[src/rtl/dsp_wresp_channel_if.sv]
// Write-response bundle between the slave arbiters, the master port and AW.
// Slave-side fields are packed per slave index.
interface dsp_wresp_channel_if #(
  parameter int SLV_AMT         = 2,
  parameter int TRANS_MST_ID_W  = 5,
  parameter int TRANS_WR_RESP_W = 2,
  parameter int SLV_ID_W        = $clog2(SLV_AMT)
);
  logic [TRANS_MST_ID_W*SLV_AMT-1:0]  sa_BID_i;
  logic [TRANS_WR_RESP_W*SLV_AMT-1:0] sa_BRESP_i;
  logic [SLV_AMT-1:0]                 sa_BVALID_i;
  logic [SLV_AMT-1:0]                 sa_BREADY_o;
  logic [TRANS_MST_ID_W-1:0]          m_BID_o;
  logic [TRANS_WR_RESP_W-1:0]         m_BRESP_o;
  logic                               m_BVALID_o;
  logic                               m_BREADY_i;
  logic [SLV_ID_W-1:0]                AW_slv_id_i;
  logic                               AW_shift_en_i;
  logic                               AW_stall_o;

  modport slave (
    input  sa_BID_i, sa_BRESP_i, sa_BVALID_i,
    input  m_BREADY_i, AW_slv_id_i, AW_shift_en_i,
    output sa_BREADY_o, m_BID_o, m_BRESP_o,
    output m_BVALID_o, AW_stall_o
  );

  modport master (
    output sa_BID_i, sa_BRESP_i, sa_BVALID_i,
    output m_BREADY_i, AW_slv_id_i, AW_shift_en_i,
    input  sa_BREADY_o, m_BID_o, m_BRESP_o,
    input  m_BVALID_o, AW_stall_o
  );
endinterface

[src/rtl/dsp_wresp_channel.sv]
// In-order write-response return path for one master.
// B responses are taken only from the slave at the head of the AW order.
module dsp_wresp_channel #(
  parameter int SLV_AMT         = 2,
  parameter int OUTSTANDING_AMT = 8,
  parameter int SLV_ID_W        = $clog2(SLV_AMT),
  parameter int TRANS_MST_ID_W  = 5,
  parameter int TRANS_WR_RESP_W = 2
) (
  input logic ACLK_i,
  input logic ARESETn_i,
  dsp_wresp_channel_if.slave bus
);
  localparam int PTR_W = $clog2(OUTSTANDING_AMT);
  localparam int CNT_W = PTR_W + 1;
  localparam logic [CNT_W-1:0] FULL_CNT =
    CNT_W'(OUTSTANDING_AMT);

  logic [SLV_ID_W-1:0] fifo_q [OUTSTANDING_AMT];
  logic [PTR_W-1:0]    wr_ptr;
  logic [PTR_W-1:0]    rd_ptr;
  logic [CNT_W-1:0]    count;
  logic [SLV_ID_W-1:0] head;
  logic full;
  logic empty;
  logic load_ok;
  logic push;
  logic pop;

  assign full    = count == FULL_CNT;
  assign empty   = count == '0;
  assign head    = fifo_q[rd_ptr];
  assign load_ok = !bus.m_BVALID_o || bus.m_BREADY_i;
  assign push    = bus.AW_shift_en_i && !full;
  assign pop     = |(bus.sa_BVALID_i & bus.sa_BREADY_o);

  assign bus.AW_stall_o = full;

  // Ready is a pure function of order state, never of BVALID.
  always_comb begin
    bus.sa_BREADY_o = '0;
    if (!empty && load_ok)
      bus.sa_BREADY_o[head] = 1'b1;
  end

  always_ff @(posedge ACLK_i or negedge ARESETn_i) begin
    if (!ARESETn_i) begin
      wr_ptr <= '0;
      rd_ptr <= '0;
      count  <= '0;
    end else begin
      if (push)
        wr_ptr <= wr_ptr + 1'b1;
      if (pop)
        rd_ptr <= rd_ptr + 1'b1;
      unique case ({push, pop})
        2'b10:   count <= count + 1'b1;
        2'b01:   count <= count - 1'b1;
        default: count <= count;
      endcase
    end
  end

  always_ff @(posedge ACLK_i) begin
    if (push)
      fifo_q[wr_ptr] <= bus.AW_slv_id_i;
  end

  always_ff @(posedge ACLK_i or negedge ARESETn_i) begin
    if (!ARESETn_i) begin
      bus.m_BVALID_o <= 1'b0;
      bus.m_BID_o    <= '0;
      bus.m_BRESP_o  <= '0;
    end else if (pop) begin
      bus.m_BVALID_o <= 1'b1;
      bus.m_BID_o    <= bus.sa_BID_i[
        TRANS_MST_ID_W*head +: TRANS_MST_ID_W];
      bus.m_BRESP_o  <= bus.sa_BRESP_i[
        TRANS_WR_RESP_W*head +: TRANS_WR_RESP_W];
    end else if (bus.m_BREADY_i) begin
      bus.m_BVALID_o <= 1'b0;
    end
  end
endmodule

[src/flat_wrapper.sv]
// flat-port wrapper written by rule: the top's interface ports become plain ports
module dsp_wresp_channel_flat 
#(
  parameter int SLV_AMT         = 2,
  parameter int OUTSTANDING_AMT = 8,
  parameter int SLV_ID_W        = $clog2(SLV_AMT),
  parameter int TRANS_MST_ID_W  = 5,
  parameter int TRANS_WR_RESP_W = 2
)
  (ACLK_i, ARESETn_i, bus_sa_BID_i, bus_sa_BRESP_i, bus_sa_BVALID_i, bus_m_BREADY_i, bus_AW_slv_id_i, bus_AW_shift_en_i, bus_sa_BREADY_o, bus_m_BID_o, bus_m_BRESP_o, bus_m_BVALID_o, bus_AW_stall_o);
  dsp_wresp_channel_if #(.SLV_AMT(SLV_AMT), .TRANS_MST_ID_W(TRANS_MST_ID_W), .TRANS_WR_RESP_W(TRANS_WR_RESP_W), .SLV_ID_W(SLV_ID_W)) bus_i ();
  input logic ACLK_i;
  input logic ARESETn_i;
  input wire logic [$bits(bus_i.sa_BID_i)-1:0] bus_sa_BID_i;
  input wire logic [$bits(bus_i.sa_BRESP_i)-1:0] bus_sa_BRESP_i;
  input wire logic [$bits(bus_i.sa_BVALID_i)-1:0] bus_sa_BVALID_i;
  input wire logic [$bits(bus_i.m_BREADY_i)-1:0] bus_m_BREADY_i;
  input wire logic [$bits(bus_i.AW_slv_id_i)-1:0] bus_AW_slv_id_i;
  input wire logic [$bits(bus_i.AW_shift_en_i)-1:0] bus_AW_shift_en_i;
  output wire logic [$bits(bus_i.sa_BREADY_o)-1:0] bus_sa_BREADY_o;
  output wire logic [$bits(bus_i.m_BID_o)-1:0] bus_m_BID_o;
  output wire logic [$bits(bus_i.m_BRESP_o)-1:0] bus_m_BRESP_o;
  output wire logic [$bits(bus_i.m_BVALID_o)-1:0] bus_m_BVALID_o;
  output wire logic [$bits(bus_i.AW_stall_o)-1:0] bus_AW_stall_o;
  assign bus_i.sa_BID_i = bus_sa_BID_i;
  assign bus_i.sa_BRESP_i = bus_sa_BRESP_i;
  assign bus_i.sa_BVALID_i = bus_sa_BVALID_i;
  assign bus_i.m_BREADY_i = bus_m_BREADY_i;
  assign bus_i.AW_slv_id_i = bus_AW_slv_id_i;
  assign bus_i.AW_shift_en_i = bus_AW_shift_en_i;
  assign bus_sa_BREADY_o = bus_i.sa_BREADY_o;
  assign bus_m_BID_o = bus_i.m_BID_o;
  assign bus_m_BRESP_o = bus_i.m_BRESP_o;
  assign bus_m_BVALID_o = bus_i.m_BVALID_o;
  assign bus_AW_stall_o = bus_i.AW_stall_o;
  dsp_wresp_channel #(.SLV_AMT(SLV_AMT), .OUTSTANDING_AMT(OUTSTANDING_AMT), .SLV_ID_W(SLV_ID_W), .TRANS_MST_ID_W(TRANS_MST_ID_W), .TRANS_WR_RESP_W(TRANS_WR_RESP_W)) u_core (.ACLK_i(ACLK_i), .ARESETn_i(ARESETn_i), .bus(bus_i));
endmodule
[config.mk]
export PLATFORM = sky130hd
export DESIGN_NAME = dsp_wresp_channel_flat
export DESIGN_NICKNAME = d
export VERILOG_FILES = /design/src/rtl/dsp_wresp_channel_if.sv /design/src/rtl/dsp_wresp_channel.sv /design/src/flat_wrapper.sv
export SDC_FILE = /design/constraint.sdc
export NUM_CORES = 1
export LEC_CHECK = 0
export CORE_ASPECT_RATIO = 0.8
export CORE_MARGIN = 1.5
export CORE_UTILIZATION = 52
export DETAILED_ROUTE_END_ITERATION = 6
export GPL_ROUTABILITY_DRIVEN = 0
export GPL_TIMING_DRIVEN = 0
export PLACE_DENSITY_LB_ADDON = 0.25
export SLEW_MARGIN = 10
export SYNTH_ARGS = -nofsm -noshare
export SYNTH_HDL_FRONTEND = slang
export SYNTH_SLANG_ARGS = --single-unit
[constraint.sdc]
create_clock -name ACLK_i -period 7.1 [get_ports ACLK_i]
set_input_delay 1.775 -clock ACLK_i [delete_from_list [all_inputs] [get_ports ACLK_i]]
set_output_delay 1.775 -clock ACLK_i [all_outputs]
set_load 0.05 [all_outputs]
After elaboration in Yosys (flattened, before gate mapping):

Memory sizes are Yosys's and may differ from the RTL's.
Cells that the tools add are included.

* memories: 1
* flip-flop bits (word level): 18
* bits in writable memories: 8
* output and inout port bits: 11
* bits of input ports: 21

Memory list
* u_core.fifo_q: depth 8, width 1, read ports 1, clocked after Yosys merged registers in 0, wr ports 1, RTL line dsp_wresp_channel.sv:19 `logic [SLV_ID_W-1:0] fifo_q [OUTSTANDING_AMT];`

* multiplexer cells: 8
* eq/ne operators: 3
* $mul: 1
* bitwise logic cells: 1
* add/subtract/negate cells: 4
* reductions and logical operators: 11
* shift operators: 2
* order comparisons: 2

Operator list (count)
* 10-bit by 5-bit variable part select with 5-bit output: 1
* 4-bit case mux with 2 select lines: 1
* 3-bit by 1-bit adder with 3-bit output, second input constant: 2
* 1-bit 2-to-1 mux: 5
* 4-bit by 1-bit adder with 4-bit output, second input constant: 1
* 4-bit == test, second input constant: 1
* 4-bit logical NOT: 1
* 3-bit by 1-bit multiplier with 4-bit output, first input constant: 1
* 2-bit nonzero test: 2
* 4-bit by 3-bit variable part select with 2-bit output: 1
* 4-bit by 1-bit subtractor with 4-bit output, second input constant: 1
* 1-bit logical AND: 3
* 1-bit logical NOT: 3
* 2-bit bitwise AND: 1
* 2-bit by 1-bit == test with 1-bit output, second input constant: 1
* 2-bit == test, second input constant: 1
* 1-bit by 2-bit less-than comparator with 1-bit output, second input constant: 1
* 2-bit 2-to-1 mux: 1
* 2-bit OR reduction: 1
* 1-bit demux with 1-bit select: 1
* 1-bit >= comparator, second input constant: 1
* 1-bit logical OR: 1

Depth between registers and ports, before layout:

An unclocked memory read counts as a cell.

* depth after elaboration: 10
* gate-level depth with buffers: 13
* depth with buffers taken out: 11

Worst setup path after synthesis:

No wires, ideal clock.

* kind: input to output
* start: input port bus_m_BREADY_i
* end: output port bus_sa_BREADY_o[0]
* stages: 3
* required time: 5.325 ns
* path buffers: 0
* path slack: 2.713 ns
* arrival: 2.612 ns
* cell sequence: nand2b_1 > a21boi_0 > and2_2

* word-level cells in the longest chain between the ends: 3

Ends and longest elaborated chain
* from (decl): RTL line flat_wrapper.sv:17 `input wire logic [$bits(bus_i.m_BREADY_i)-1:0] bus_m_BREADY_i;`
* 1-bit logical OR: RTL line dsp_wresp_channel.sv:33 `assign load_ok = !bus.m_BVALID_o || bus.m_BREADY_i;`
* 1-bit logical AND: RTL line dsp_wresp_channel.sv:42 `if (!empty && load_ok)`
* 2-bit 2-to-1 mux: RTL line dsp_wresp_channel.sv:42
* to (decl): RTL line flat_wrapper.sv:20 `output wire logic [$bits(bus_i.sa_BREADY_o)-1:0] bus_sa_BREADY_o;`

No other way between the ends.

Final worst setup path:

* start: input port bus_m_BREADY_i
* end: output port bus_sa_BREADY_o[1]

Same word-level chain as after synthesis.

==> impl_metrics.tcl <==
set metrics [dict create \
    multi_input_area_um2 566 \
    cts_sinks 26 \
    dp.final_hpwl_um 1810 \
    slew_headroom_pct 44.6 \
    fillerInstances 193 \
    fin_nets 169 \
    rsz0062_at_grt "no" \
    grt_pass1_wl_um 3840 \
    fin_hold_ws_ps 500 \
    wl_per_cell_um 13.6 \
    min_path_type "register to register" \
    min_from "u_core.rd_ptr[2]" \
    grt_max_degree 19 \
    clkLatencyLatePin_ps 330 \
    core-area_um2 2420 \
    syn_area_per_cell_um2 12.3 \
    synth_top_family_by_area "simple AND/OR/NAND/NOR gates" \
    crit_fanout 5 \
    cts_setup_buffers 0 \
    n_antenna_cell 0 \
    startpoint "bus_m_BREADY_i" \
    synth_area_leaders "dfrtp_1 (35%), edfxtp_1 (18%), o22a_2 (5.4%)" \
    ys_ff_latch 26 \
    die_w_um 59.0 \
    finalSetupViolations 0 \
    cts-htree-levels 1 \
    clockBufferDepth 2 \
    slew_viol_final 0 \
    drive_gt1_share_pct 14.2 \
    status "finished clean" \
    boundaryPins 32 \
    synth-xor-area-share_pct 4.70 \
    row_count 16 \
    clock_tree.root_cell "clkbuf_4" \
    grt_pass1_vias 835 \
    r2r_start "u_core.rd_ptr[0]" \
    grt.overflow.total 0 \
    first_pass_iters 4 \
    antenna_found_initial 0 \
    postSynthNetCount 133 \
    power.static_leakage_uw 0.000703 \
    hold_viol_final 0 \
    ys_seq_area_share_pct 52.9 \
    drc 0 \
    grt_usage_pct 19.2 \
    yosysUniqueCellTypes 29 \
    finalCritPeriodShare_pct 81.1 \
    crit_path_start_kind "primary input" \
    antenna_left 0 \
    syn_inst 106 \
    cts_hold_buf 0 \
    drt-initial-drc-count 23 \
    synthAdderAreaFrac_pct 6.33 \
    yosysTopAreaCellShare_pct 34.5 \
    synth-compound-area-share_pct 11.3 \
    synth.area.mux_share_pct 7.57 \
    numCtsBuffers 3 \
    start_util_pct 53.9 \
    cts_tree "yes" \
    path_clk_slew_ps 140 \
    vias 885 \
    maxCapViolations 0 \
    max_slew.worst_pin.slew_ps 828 \
    period_needed_ps 5750 \
    power.density_nw_per_um2 501 \
    viasPerCell 5.00 \
    cp-end-kind "output port" \
    die_area_um2 2820 \
    wl_um 2410 \
    synth_simple_gate_area_share_pct 13.4 \
    finClkSkew_ps 8.56 \
    synthToLayoutAreaGrowth_pct 30.0 \
    die_h_um 47.8 \
    post_cts_resized 0 \
    seqCellArea_um2 691 \
    synth.largest_area_cell "dfrtp_1" \
    peakVddDrop_mv 0.274 \
    required_ps 5330 \
    synth_area_um2 1310 \
    critPathArrivalTime_ps 3980 \
    worstSetupPathType "primary input to output port" \
    yosys_warnings 0 \
    finalSetupTns_ps 0 \
    place.port_buffers 31 \
    fmax_mhz 174 \
]
[layer usage]
layer  global-route usage, %  part of all wire (%)
met5                       0                     0
met4                    4.09                  0.71
met3                    6.49                   5.9
met2                    32.7                    48
met1                    24.4                    46
[layout by cell type (no fill, tap or decap), drive strengths merged, types with 3 or more instances in the layout]
cell type	n
inv	7
nand2	11
mux2i	5
nor3	3
nand3	3
o21a	7
dfrtp	18
clkbuf	4
nand2b	4
clkdlybuf4s50	31
nor2	7
ha	5
xnor2	5
o22a	7
edfxtp	8
[cells by family after synthesis]
| group | count (synthesis) |
|---|---|
| compound gates | 18 |
| xor+xnor | 7 |
| fa+ha+maj | 6 |
| buf+inv | 9 |
| flops | 26 |
| mux | 8 |
| simple gates | 32 |
[cell usage after synthesis (all sizes together)]
library cell	number
mux4	1
and2	2
xor2	2
ha	5
and2b	1
edfxtp	8
nand3	3
mux2	2
inv	7
a21oi	1
or3b	1
xnor2	5
nor3	3
fa	1
o21a	7
nand2	11
o21ai	1
a21boi	1
dfrtp	18
mux2i	5
o22a	7
buf	2
nor2	7
a21o	1
nand2b	4
[worst max-delay path, cell delays in order]
cell	delay (ps)
clkdlybuf4s50_1	450
nand2b_1	130
a21boi_0	580
and2b_2	250
clkdlybuf4s50_1	790
[final timing paths]
check                                        end  depth (start not counted)  slack [ps]
setup reg to reg                 u_core.count[3]                         13        4010
setup / recovery              bus_sa_BREADY_o[1]                          5        1350
hold reg to reg                 u_core.rd_ptr[2]                          1         500
hold / removal                  u_core.rd_ptr[2]                          1         500
min in group asynchronous  u_core.bus.m_BID_o[0]                          1        1900
max in group asynchronous       u_core.wr_ptr[0]                          1        4680
[where the power goes]
group	switching, uW	total, uW	internal (uW)
clock network	43.6	75.0	31.4
logic	289	516	227
registers	42.5	260	217
total	375	851	476
[flip-flops by register name, indices dropped and copies added (netlist names)]
register               flops
u_core.bus.m_BID_o         5
u_core.rd_ptr              3
u_core.fifo_q              8
u_core.wr_ptr              3
u_core.bus.m_BRESP_o       2
u_core.bus.m_BVALID_o      1
u_core.count               4
[metrics by stage]
stage / std cells / utilization, % / worst slack (ps) / area, um^2 / power, uW
after floorplan: 106 / - / 2710 / 1310 / 647
after global placement: 173 / 68.5 / 1460 / 1660 / 766
after detailed placement: 173 / 68.5 / 1350 / 1660 / 783
after CTS: 177 / 70.0 / 1340 / 1700 / 859
after global routing: 177 / 70.0 / 1260 / 1700 / 911
final: 177 / 70.0 / 1350 / 1700 / 851
[area by class of cell]
type | count | area share [%]
sequential | 26 | 40.7
multi-input combinational | 71 | 33.3
timing repair buffer | 31 | 18.3
tap | 36 | 2.65
clock buffer | 4 | 2.14
inverter | 7 | 1.55
buffer | 2 | 1.33
No activity file was read; power rests on OpenSTA's default activity.
